<file path="config.mk">
export PLATFORM = sky130hd
export DESIGN_NAME = hsv_core_ctrlstatus_regfile
export DESIGN_NICKNAME = d
export VERILOG_FILES = /design/src/rtl/hsv_core_ctrlstatus_regfile.sv
export SDC_FILE = /design/constraint.sdc
export NUM_CORES = 1
export LEC_CHECK = 0
export ABC_AREA = 1
export CORE_MARGIN = 2
export CORE_UTILIZATION = 30
export DETAILED_ROUTE_END_ITERATION = 16
export DONT_BUFFER_PORTS = 1
export PLACE_DENSITY = 0.53
export SYNTH_ARGS = -nofsm -noshare
export SYNTH_HDL_FRONTEND = slang
export SYNTH_SLANG_ARGS = --single-unit
export TNS_END_PERCENT = 50
</file>
<file path="constraint.sdc">
create_clock -name clk_core -period 1.9 [get_ports clk_core]
set_input_delay 0.57 -clock clk_core [delete_from_list [all_inputs] [get_ports clk_core]]
set_output_delay 0.57 -clock clk_core [all_outputs]
set_load 0.01 [all_outputs]
</file>
<file path="src/rtl/hsv_core_ctrlstatus_regfile.sv">
// hsv_core_ctrlstatus_regfile
// Machine-mode CSR responder for the ctrlstatus execution unit.
// Requests are accepted when not stalled and answered with a one-cycle
// rd/wr ack in the following cycle.
// Optional feature macro: HSV_CTRLSTATUS_COUNTERS_EN enables the 64-bit
// mcycle/minstret counters. Without it, counter addresses read 0 and
// writes to them are acked without effect.
module hsv_core_ctrlstatus_regfile #(
    parameter logic [31:0] HART_ID    = 32'd0,
    parameter logic [31:0] MISA_VALUE = 32'h4000_0100
) (
    input  logic        clk_core,
    input  logic        rst_core_n,
    input  logic        regs_req,
    input  logic        regs_req_is_wr,
    input  logic [15:0] regs_addr,
    input  logic [31:0] regs_wr_data,
    input  logic [31:0] regs_wr_biten,
    output logic        regs_req_stall_wr,
    output logic        regs_req_stall_rd,
    output logic        regs_rd_ack,
    output logic        regs_rd_err,
    output logic [31:0] regs_rd_data,
    output logic        regs_wr_ack,
    output logic        regs_wr_err,
    input  logic        retire_valid,
    output logic        mstatus_mie,
    output logic [31:0] mtvec_base,
    output logic [31:0] mepc_value
);

    logic        pending;
    logic        accept;
    logic [11:0] csr_num;
    logic        addr_ok;
    logic        mapped;
    logic [31:0] csr_rdata;
    logic        rd_err_c;
    logic        wr_err_c;
    logic [31:0] wr_merged;
    logic        wr_en;

    logic        status_mie;
    logic        status_mpie;
    logic [31:0] mie_en;
    logic [31:0] mtvec;
    logic [31:0] mscratch;
    logic [31:0] mepc;
    logic [31:0] mcause;
    logic [31:0] mtval;

`ifdef HSV_CTRLSTATUS_COUNTERS_EN
    logic [63:0] mcycle;
    logic [63:0] minstret;
`else
    logic        unused_retire;
    assign unused_retire = retire_valid;
`endif

    assign csr_num           = regs_addr[15:4];
    assign addr_ok           = (regs_addr[3:0] == 4'h0);
    assign regs_req_stall_wr = pending;
    assign regs_req_stall_rd = pending;
    assign accept            = regs_req & ~pending;

    assign rd_err_c  = ~mapped | ~addr_ok;
    assign wr_err_c  = ~mapped | ~addr_ok | (csr_num[11:10] == 2'b11);
    assign wr_merged = (csr_rdata & ~regs_wr_biten) | (regs_wr_data & regs_wr_biten);
    assign wr_en     = accept & regs_req_is_wr & ~wr_err_c;

    assign mstatus_mie = status_mie;
    assign mtvec_base  = {mtvec[31:2], 2'b00};
    assign mepc_value  = mepc;

    // Address decode and read mux; csr_rdata also serves as the old value for bit-enabled writes
    always_comb begin
        csr_rdata = '0;
        mapped    = 1'b1;
        case (csr_num)
            12'h300: csr_rdata = {19'b0, 2'b11, 3'b0, status_mpie, 3'b0, status_mie, 3'b0};
            12'h301: csr_rdata = MISA_VALUE;
            12'h304: csr_rdata = mie_en;
            12'h305: csr_rdata = mtvec;
            12'h340: csr_rdata = mscratch;
            12'h341: csr_rdata = mepc;
            12'h342: csr_rdata = mcause;
            12'h343: csr_rdata = mtval;
            12'h344: csr_rdata = '0;
`ifdef HSV_CTRLSTATUS_COUNTERS_EN
            12'hB00, 12'hC00: csr_rdata = mcycle[31:0];
            12'hB80, 12'hC80: csr_rdata = mcycle[63:32];
            12'hB02, 12'hC02: csr_rdata = minstret[31:0];
            12'hB82, 12'hC82: csr_rdata = minstret[63:32];
`else
            12'hB00, 12'hB80, 12'hB02, 12'hB82,
            12'hC00, 12'hC80, 12'hC02, 12'hC82: csr_rdata = '0;
`endif
            12'hF11, 12'hF12, 12'hF13: csr_rdata = '0;
            12'hF14: csr_rdata = HART_ID;
            default: mapped = 1'b0;
        endcase
    end

    // Request handshake: one outstanding request, answered the following cycle
    always_ff @(posedge clk_core or negedge rst_core_n) begin
        if (!rst_core_n) begin
            pending      <= 1'b0;
            regs_rd_ack  <= 1'b0;
            regs_rd_err  <= 1'b0;
            regs_rd_data <= '0;
            regs_wr_ack  <= 1'b0;
            regs_wr_err  <= 1'b0;
        end else begin
            pending      <= accept;
            regs_rd_ack  <= accept & ~regs_req_is_wr;
            regs_rd_err  <= accept & ~regs_req_is_wr & rd_err_c;
            regs_rd_data <= (accept && !regs_req_is_wr && !rd_err_c) ? csr_rdata : '0;
            regs_wr_ack  <= accept & regs_req_is_wr;
            regs_wr_err  <= accept & regs_req_is_wr & wr_err_c;
        end
    end

    // Trap CSR storage with WARL masking applied on write
    always_ff @(posedge clk_core or negedge rst_core_n) begin
        if (!rst_core_n) begin
            status_mie  <= 1'b0;
            status_mpie <= 1'b0;
            mie_en      <= '0;
            mtvec       <= '0;
            mscratch    <= '0;
            mepc        <= '0;
            mcause      <= '0;
            mtval       <= '0;
        end else if (wr_en) begin
            case (csr_num)
                12'h300: begin
                    status_mie  <= wr_merged[3];
                    status_mpie <= wr_merged[7];
                end
                12'h304: mie_en   <= wr_merged & 32'h0000_0888;
                12'h305: mtvec    <= {wr_merged[31:2], 2'b00};
                12'h340: mscratch <= wr_merged;
                12'h341: mepc     <= {wr_merged[31:2], 2'b00};
                12'h342: mcause   <= wr_merged;
                12'h343: mtval    <= wr_merged;
                default: ;
            endcase
        end
    end

`ifdef HSV_CTRLSTATUS_COUNTERS_EN
    // 64-bit counters; a write to either half suppresses that cycle's increment
    always_ff @(posedge clk_core or negedge rst_core_n) begin
        if (!rst_core_n) begin
            mcycle   <= '0;
            minstret <= '0;
        end else begin
            if (wr_en && csr_num == 12'hB00)
                mcycle <= {mcycle[63:32], wr_merged};
            else if (wr_en && csr_num == 12'hB80)
                mcycle <= {wr_merged, mcycle[31:0]};
            else
                mcycle <= mcycle + 64'd1;

            if (wr_en && csr_num == 12'hB02)
                minstret <= {minstret[63:32], wr_merged};
            else if (wr_en && csr_num == 12'hB82)
                minstret <= {wr_merged, minstret[31:0]};
            else if (retire_valid)
                minstret <= minstret + 64'd1;
        end
    end
`endif

endmodule

</file>
==> impl_metrics.py <==
metrics = {
    "outcome": {
        "outcome": "complete, but fails checks",
        "violations": "negative hold slack",
    },
    "power": {
        "power.leakage_nw": 7.08,
        "fin_total_pwr_w": 0.00816,
        "worst_ir_drop_vdd_uv": 534,
        "power_per_cell_area_mw_per_mm2": 570,
    },
    "sta": {
        "setup_viol_count_final": 0,
        "hold_violations": 198,
        "final.setup.tns_ns": 0,
        "post-route-min-period_ns": 1.81,
        "final.hold.worst_slack_ns": -0.198,
        "max_freq_mhz": 552,
        "final_max_slew_viol_count": 0,
        "timing.clock.skew_ns": 0.0128,
        "layout_worst_path_cycle_share_pct": 95.3,
    },
    "global_route": {
        "grt.overflow.total": 0,
        "first_global_vias": 10800,
        "groute.usage.overall_pct": 20.3,
        "global_route_wire_length_before_repair_um": 64200,
        "number_of_antenna_violations_at_the_first_check_in_global_routing": 0,
        "maximum_number_of_pins_on_one_net_before_global_route_repair": 199,
    },
    "synthesis": {
        "postSynth.topFlopCell": "dfrtp_1",
        "synth_seq_area_share_pct": 41.9,
        "post-synth-top-area-fraction_pct": 41.9,
        "synth-edff-count": 0,
        "async_reset_ff_share_pct": 100,
        "synth_seq_cells": 198,
        "synthCells": 1638,
        "synth.lib_cells_used.distinct": 31,
        "synth_top_family_by_area": "simple AND/OR/NAND/NOR gates",
        "synth_area_leaders": "dfrtp_1 (42%), nand2_1 (15%), o21bai_1 (10%)",
        "yosys.area.top_type": "dfrtp_1",
        "synth_fa_ha_area_share_pct": 0,
        "synth_compound_area_share_pct": 15.9,
        "synth_area_mm2": 0.0118,
        "yosys-mux-area-fraction_pct": 0,
        "synthXorXnorAreaFrac_pct": 0,
        "synth_top_cells_by_count": "nand2_1 (475), nand3_1 (236), inv_1 (219)",
        "fraction_of_the_mapped_netlist_area_in_simple_logic_gates_pct": 29.9,
        "synth_area_per_cell_um2": 7.22,
        "synth_most_common_cell": "nand2_1",
        "warnings_from_yosys": 0,
    },
    "die": {
        "chipHeight_um": 203,
        "ios": 188,
        "die_area_mm2": 0.0410,
        "row_count": 72,
        "core_area_mm2": 0.0388,
        "initial_cell_density_of_the_core_pct": 30.5,
        "die_width_um": 203,
    },
    "setup_path": {
        "setup.reg_to_reg.worst_slack_ns": 0.26,
        "worstPathArrival_ns": 2.21,
        "critical_path_required_ns": 2.30,
        "critical_path.reg2reg.endpoint": "mcause[21]",
        "critical_path.endpoint_type": "flip-flop",
        "critical_path.startpoint_type": "input port",
        "critPathKind": "input port to flip-flop",
        "worstReg2RegStart": "regs_req_stall_rd",
        "timing.reg2reg.worst_path_depth": 7,
        "cp_max_fo": 7,
    },
    "layout": {
        "share_of_cells_above_drive_strength_1_pct": 14.6,
        "syn_to_final_growth_pct": 21.1,
        "fin_util_pct": 36.9,
        "num_antenna_cells": 0,
        "fin_nets": 1783,
    },
    "cts": {
        "clock_sink_count": 198,
        "cts.clk_slew.worst_paths_ns": 0.08,
        "worst_skew_pair_latency_ns": 0.46,
        "tritoncts": "yes",
        "clk_root_buffer_cell": "clkbuf_16",
        "cts_max_level": 4,
        "numCtsBuffers": 17,
        "clk_path_buf_depth": 2,
    },
    "drt": {
        "wl_per_cell_um": 18.7,
        "via_count": 11000,
        "drt_first_pass_iters": 5,
        "detail_route.vias_per_cell": 4.94,
        "drc_errors": 0,
        "routed_wirelength_um": 41600,
        "drtIter0Drc": 754,
        "remaining_antenna_violation_count": 0,
    },
    "place": {
        "hpwlAfterDp_um": 28700,
        "numPortBuffers": 0,
        "routabilityCongestion": 0.830,
    },
    "flow_run": {
        "drv.max_cap_violation_count": 0,
    },
    "worst_hold_path": {
        "timing.hold.worst.class": "input port to asynchronous set/reset pin",
    },
}
-- registers in the layout (all words and copies together), names as in the netlist, 3 cells and up --
name and cells:
mscratch 32, mie_en 3, mcause 32, mtvec 30, regs_rd_data 32, mepc_value 30
mtval 32
-- worst max path at each step --
stage                       from          end  slack, ns  depth (start not counted)
finish              regs_addr[7]  status_mpie       0.09                         16
global route        regs_addr[7]    mtvec[23]      -0.02                         16
CTS                 regs_addr[8]    mtvec[30]       0.06                         14
detailed placement  regs_addr[8]    mtvec[30]      -0.51                         14
global placement    regs_addr[8]    mtvec[30]      -0.47                         14
floorplan           regs_addr[7]     mtvec[7]      -0.09                         14
-- worst max-delay path, stage by stage --
cell and delay (ns):
inv_2 0.05, nand2_2 0.07, buf_4 0.15, nor2_4 0.11, inv_1 0.10, nor2_4 0.26
buf_12 0.18, nand3_1 0.07, nand2_1 0.07, nor2_1 0.05, nand2_1 0.07, nand2_1 0.05
nand2_1 0.11, buf_12 0.13, nand3_1 0.07, nand2_1 0.07
-- per-layer routing --
layer / track usage (%) / part of all wire [%]
met4: 7.19 / 2.7
met2: 33.1 / 48
met3: 3.63 / 5.3
met1: 27.1 / 44
met5: 0 / 0
-- cells by family (layout without fill, tap and decap cells) --
logic type	after synthesis	in the layout
DFF	198	198
and+or+nand+nor	835	835
AOI/OAI and AO/OA	266	266
other	1	4
buffers and inverters	338	408
-- what timing repair did --
action / 4_1_cts / 5_1_grt
buffers inserted: 0 / 3
endpoints found under the hold margin: 198 / 198
resized for setup: 1 / 15
cloned: 0 / 1
setup endpoints to repair: 4 / 113
pin swaps: 0 / 5
-- metrics by stage --
stage,area (um2),worst slack [ns],instances
2_1_floorplan,12100,-0.0880,1641
3_3_place_gp,13700,-0.474,2193
3_5_place_dp,13700,-0.510,2193
4_1_cts,14200,0.0560,2225
5_1_grt,14300,-0.0220,2229
6_report,14300,0.0899,2229
-- power breakdown --
group / switching [W] / internal [W] / total [W]
Clock: 0.00188 / 0.00180 / 0.00368
Sequential: 0.00000461 / 0.00422 / 0.00422
Combinational: 0.000172 / 0.0000913 / 0.000263
Total: 0.00206 / 0.00610 / 0.00816
-- cell type report --
class                   count  area, um2
flip-flops and latches    198       4950
inverters                 227        873
well taps                 518        648
repair buffers            149       1620
multi-input cells        1105       5660
clock buffers              20        457
clock inverters            12        106
fillers                  4052      24500
-- layout by cell type, fill, tap and decap left out, drive strengths merged --
cell,instances
a211oi,11
a21oi,8
a221oi,1
buf,148
clkbuf,21
clkinv,4
clkinvlp,2
conb,4
dfrtp,198
inv,233
nand2,475
nand3,241
nand4,2
nor2,110
nor3,6
nor4,1
o211ai,2
o21ai,6
o21bai,161
o221ai,1
o22ai,63
o31ai,13
Power figures use the tool's default switching activity.
==> patch (same flow settings) <==
Register the output `regs_rd_err` once more, with the module's reset; this adds one clock of latency there. The other outputs are not delayed to match.
--- a/src/rtl/hsv_core_ctrlstatus_regfile.sv
+++ b/src/rtl/hsv_core_ctrlstatus_regfile.sv
@@ -28,6 +28,8 @@
     output logic [31:0] mtvec_base,
     output logic [31:0] mepc_value
 );
+
+    logic regs_rd_err_s0;
 
     logic        pending;
     logic        accept;
@@ -106,14 +108,14 @@
         if (!rst_core_n) begin
             pending      <= 1'b0;
             regs_rd_ack  <= 1'b0;
-            regs_rd_err  <= 1'b0;
+            regs_rd_err_s0 <= 1'b0;
             regs_rd_data <= '0;
             regs_wr_ack  <= 1'b0;
             regs_wr_err  <= 1'b0;
         end else begin
             pending      <= accept;
             regs_rd_ack  <= accept & ~regs_req_is_wr;
-            regs_rd_err  <= accept & ~regs_req_is_wr & rd_err_c;
+            regs_rd_err_s0 <= accept & ~regs_req_is_wr & rd_err_c;
             regs_rd_data <= (accept && !regs_req_is_wr && !rd_err_c) ? csr_rdata : '0;
             regs_wr_ack  <= accept & regs_req_is_wr;
             regs_wr_err  <= accept & regs_req_is_wr & wr_err_c;
@@ -172,5 +174,13 @@
     end
 `endif
 
+    always_ff @(posedge clk_core or negedge rst_core_n) begin
+        if (!rst_core_n) begin
+            regs_rd_err <= '0;
+        end else begin
+            regs_rd_err <= regs_rd_err_s0;
+        end
+    end
+
 endmodule
 
Check against the original RTL: not equivalent (Yosys sat finds a counterexample within 4 cycles, from zero or initial values and one cycle with rst_core_n low).
==> patch against the original RTL <==
  * The run still ends with negative hold slack left
  * Power fell by 2.7%
  * Worst setup slack lost 0.032 ns
  * Sequential cell count increased by 1
  * Routed wire length decreased by 15%
  * Final area down 10%
  * Combinational power decreased by 16%
  * Synthesized area down 12%
  * Critical endpoint is now mscratch[3]
  * Largest cell class is now sequential cells
==> patch: results (changes against the original RTL) <==
- Mux share of post-synthesis cell area: 0% (unchanged)
- M2 GR Usage: 29.2% (-3.9 points)
- Pint: 6060 µW (-0.78%)
- Register area share after synthesis: 47.8% (+6.0 points)
- Setup bufs post-CTS: 0 (unchanged)
- RR Endpoint: mepc_value[18]
- R2R setup slack: 0.24 ns (-0.02 ns)
- Sequential share of power: 53.4% (+1.7 points)
- Crit-path slowest cell: clkbuf_16
- Distinct cells, synth: 29 (-6.5%)
- Met1 Usage GRT: 28.4% (+1.2 points)
- Resize count post-CTS: 0 (-1)
- Largest net degree at the start of global routing: 200 (+0.50%)
- Comb pwr: 220 µW (-16%)
- Synth Area in Compound Gates: 3.73% (-12 points)
- Detail Route met3 WL: 2.19 mm (about the same)
- Met2 Routed Length: 15.5 mm (-22%)
- Met3 usage in global routing: 4.16% (+0.53 points)
- Violated checks: negative hold slack
- Number of global-route vias before repair: 9,474 (-12%)
- Worst-path maximum fanout: 16 (+9)
- First-pass GRT wire length: 54.6 mm (-15%)
- Leakage power: 0.00699 µW (-1.4%)
- Final Skew: 0.0119 ns (-0.000904 ns)
- Worst IR drop on VDD: 0.000646 V (+21%)
- M1 WL: 17.0 mm (-8.0%)
- DRT iter0 DRCs: 625 (-17%)
- List of most frequent post-synthesis cells: 745 x nand2_1, 199 x dfrtp_1, 199 x nand3_1
- Final hold viol count: 199 (+0.51%)
- Status: finished, violations left
- Worst slew pin tran: 0.516 ns
- CP Capture Point: mscratch[3]
- Gr usage total: 19.6% (-0.77 points)
- R2r worst-path depth: 8 (+1)
- GP Congestion: 0.878 (+5.8%)
- Vias per cell: 4.84 (-1.9%)
- Fraction of layout cells with a size suffix above 1: 15.6% (+1.0 points)
- Post-DP HPWL: 23.4 mm (-18%)
- Crit. Startpoint: regs_addr[9]
- Layout Nets: 1,635 (-8.3%)
- Top post-synthesis cells by area: dfrtp_1 48%, nand2_1 27%, nand3_1 9.6%
- WL/cell: 17.5 µm (-6.1%)
- Hold Slack: -0.175 ns (+0.0229 ns)
## patch: changes by cell type after synthesis, moves of 10 or more
cell and change:
o22ai_1 -61, nand3_1 -37, o31ai_1 -13, o21bai_1 -161, nor2_1 -14, a221oi_1 +22
inv_1 -157, a211oi_1 -11, nand2_1 +270, buf_6 +10, clkbuf_1 -25
## patch: through the flow
stage	instances	total power (µW)	instance area (µm²)	setup WS [ns]	TNS, ns
after floorplan	1471	4470	10600	-0.0139	-0.897
after global placement	1979	4530	12100	-0.389	-56.24
after detailed placement	1979	4540	12100	-0.359	-56.48
after CTS	2010	8070	12600	0.116	0
after global routing	2017	8230	12800	0.00410	0
final	2017	7940	12800	0.0581	0
## patch: area by class of cell
cell class | count | area (µm²)
multi-input combinational | 1117 | 4960
inverter | 73 | 298
sequential | 199 | 4980
clock inverter | 10 | 72.6
clock buffer | 21 | 460
tap | 455 | 569
fill | 3626 | 21500
timing repair buffer | 142 | 1500
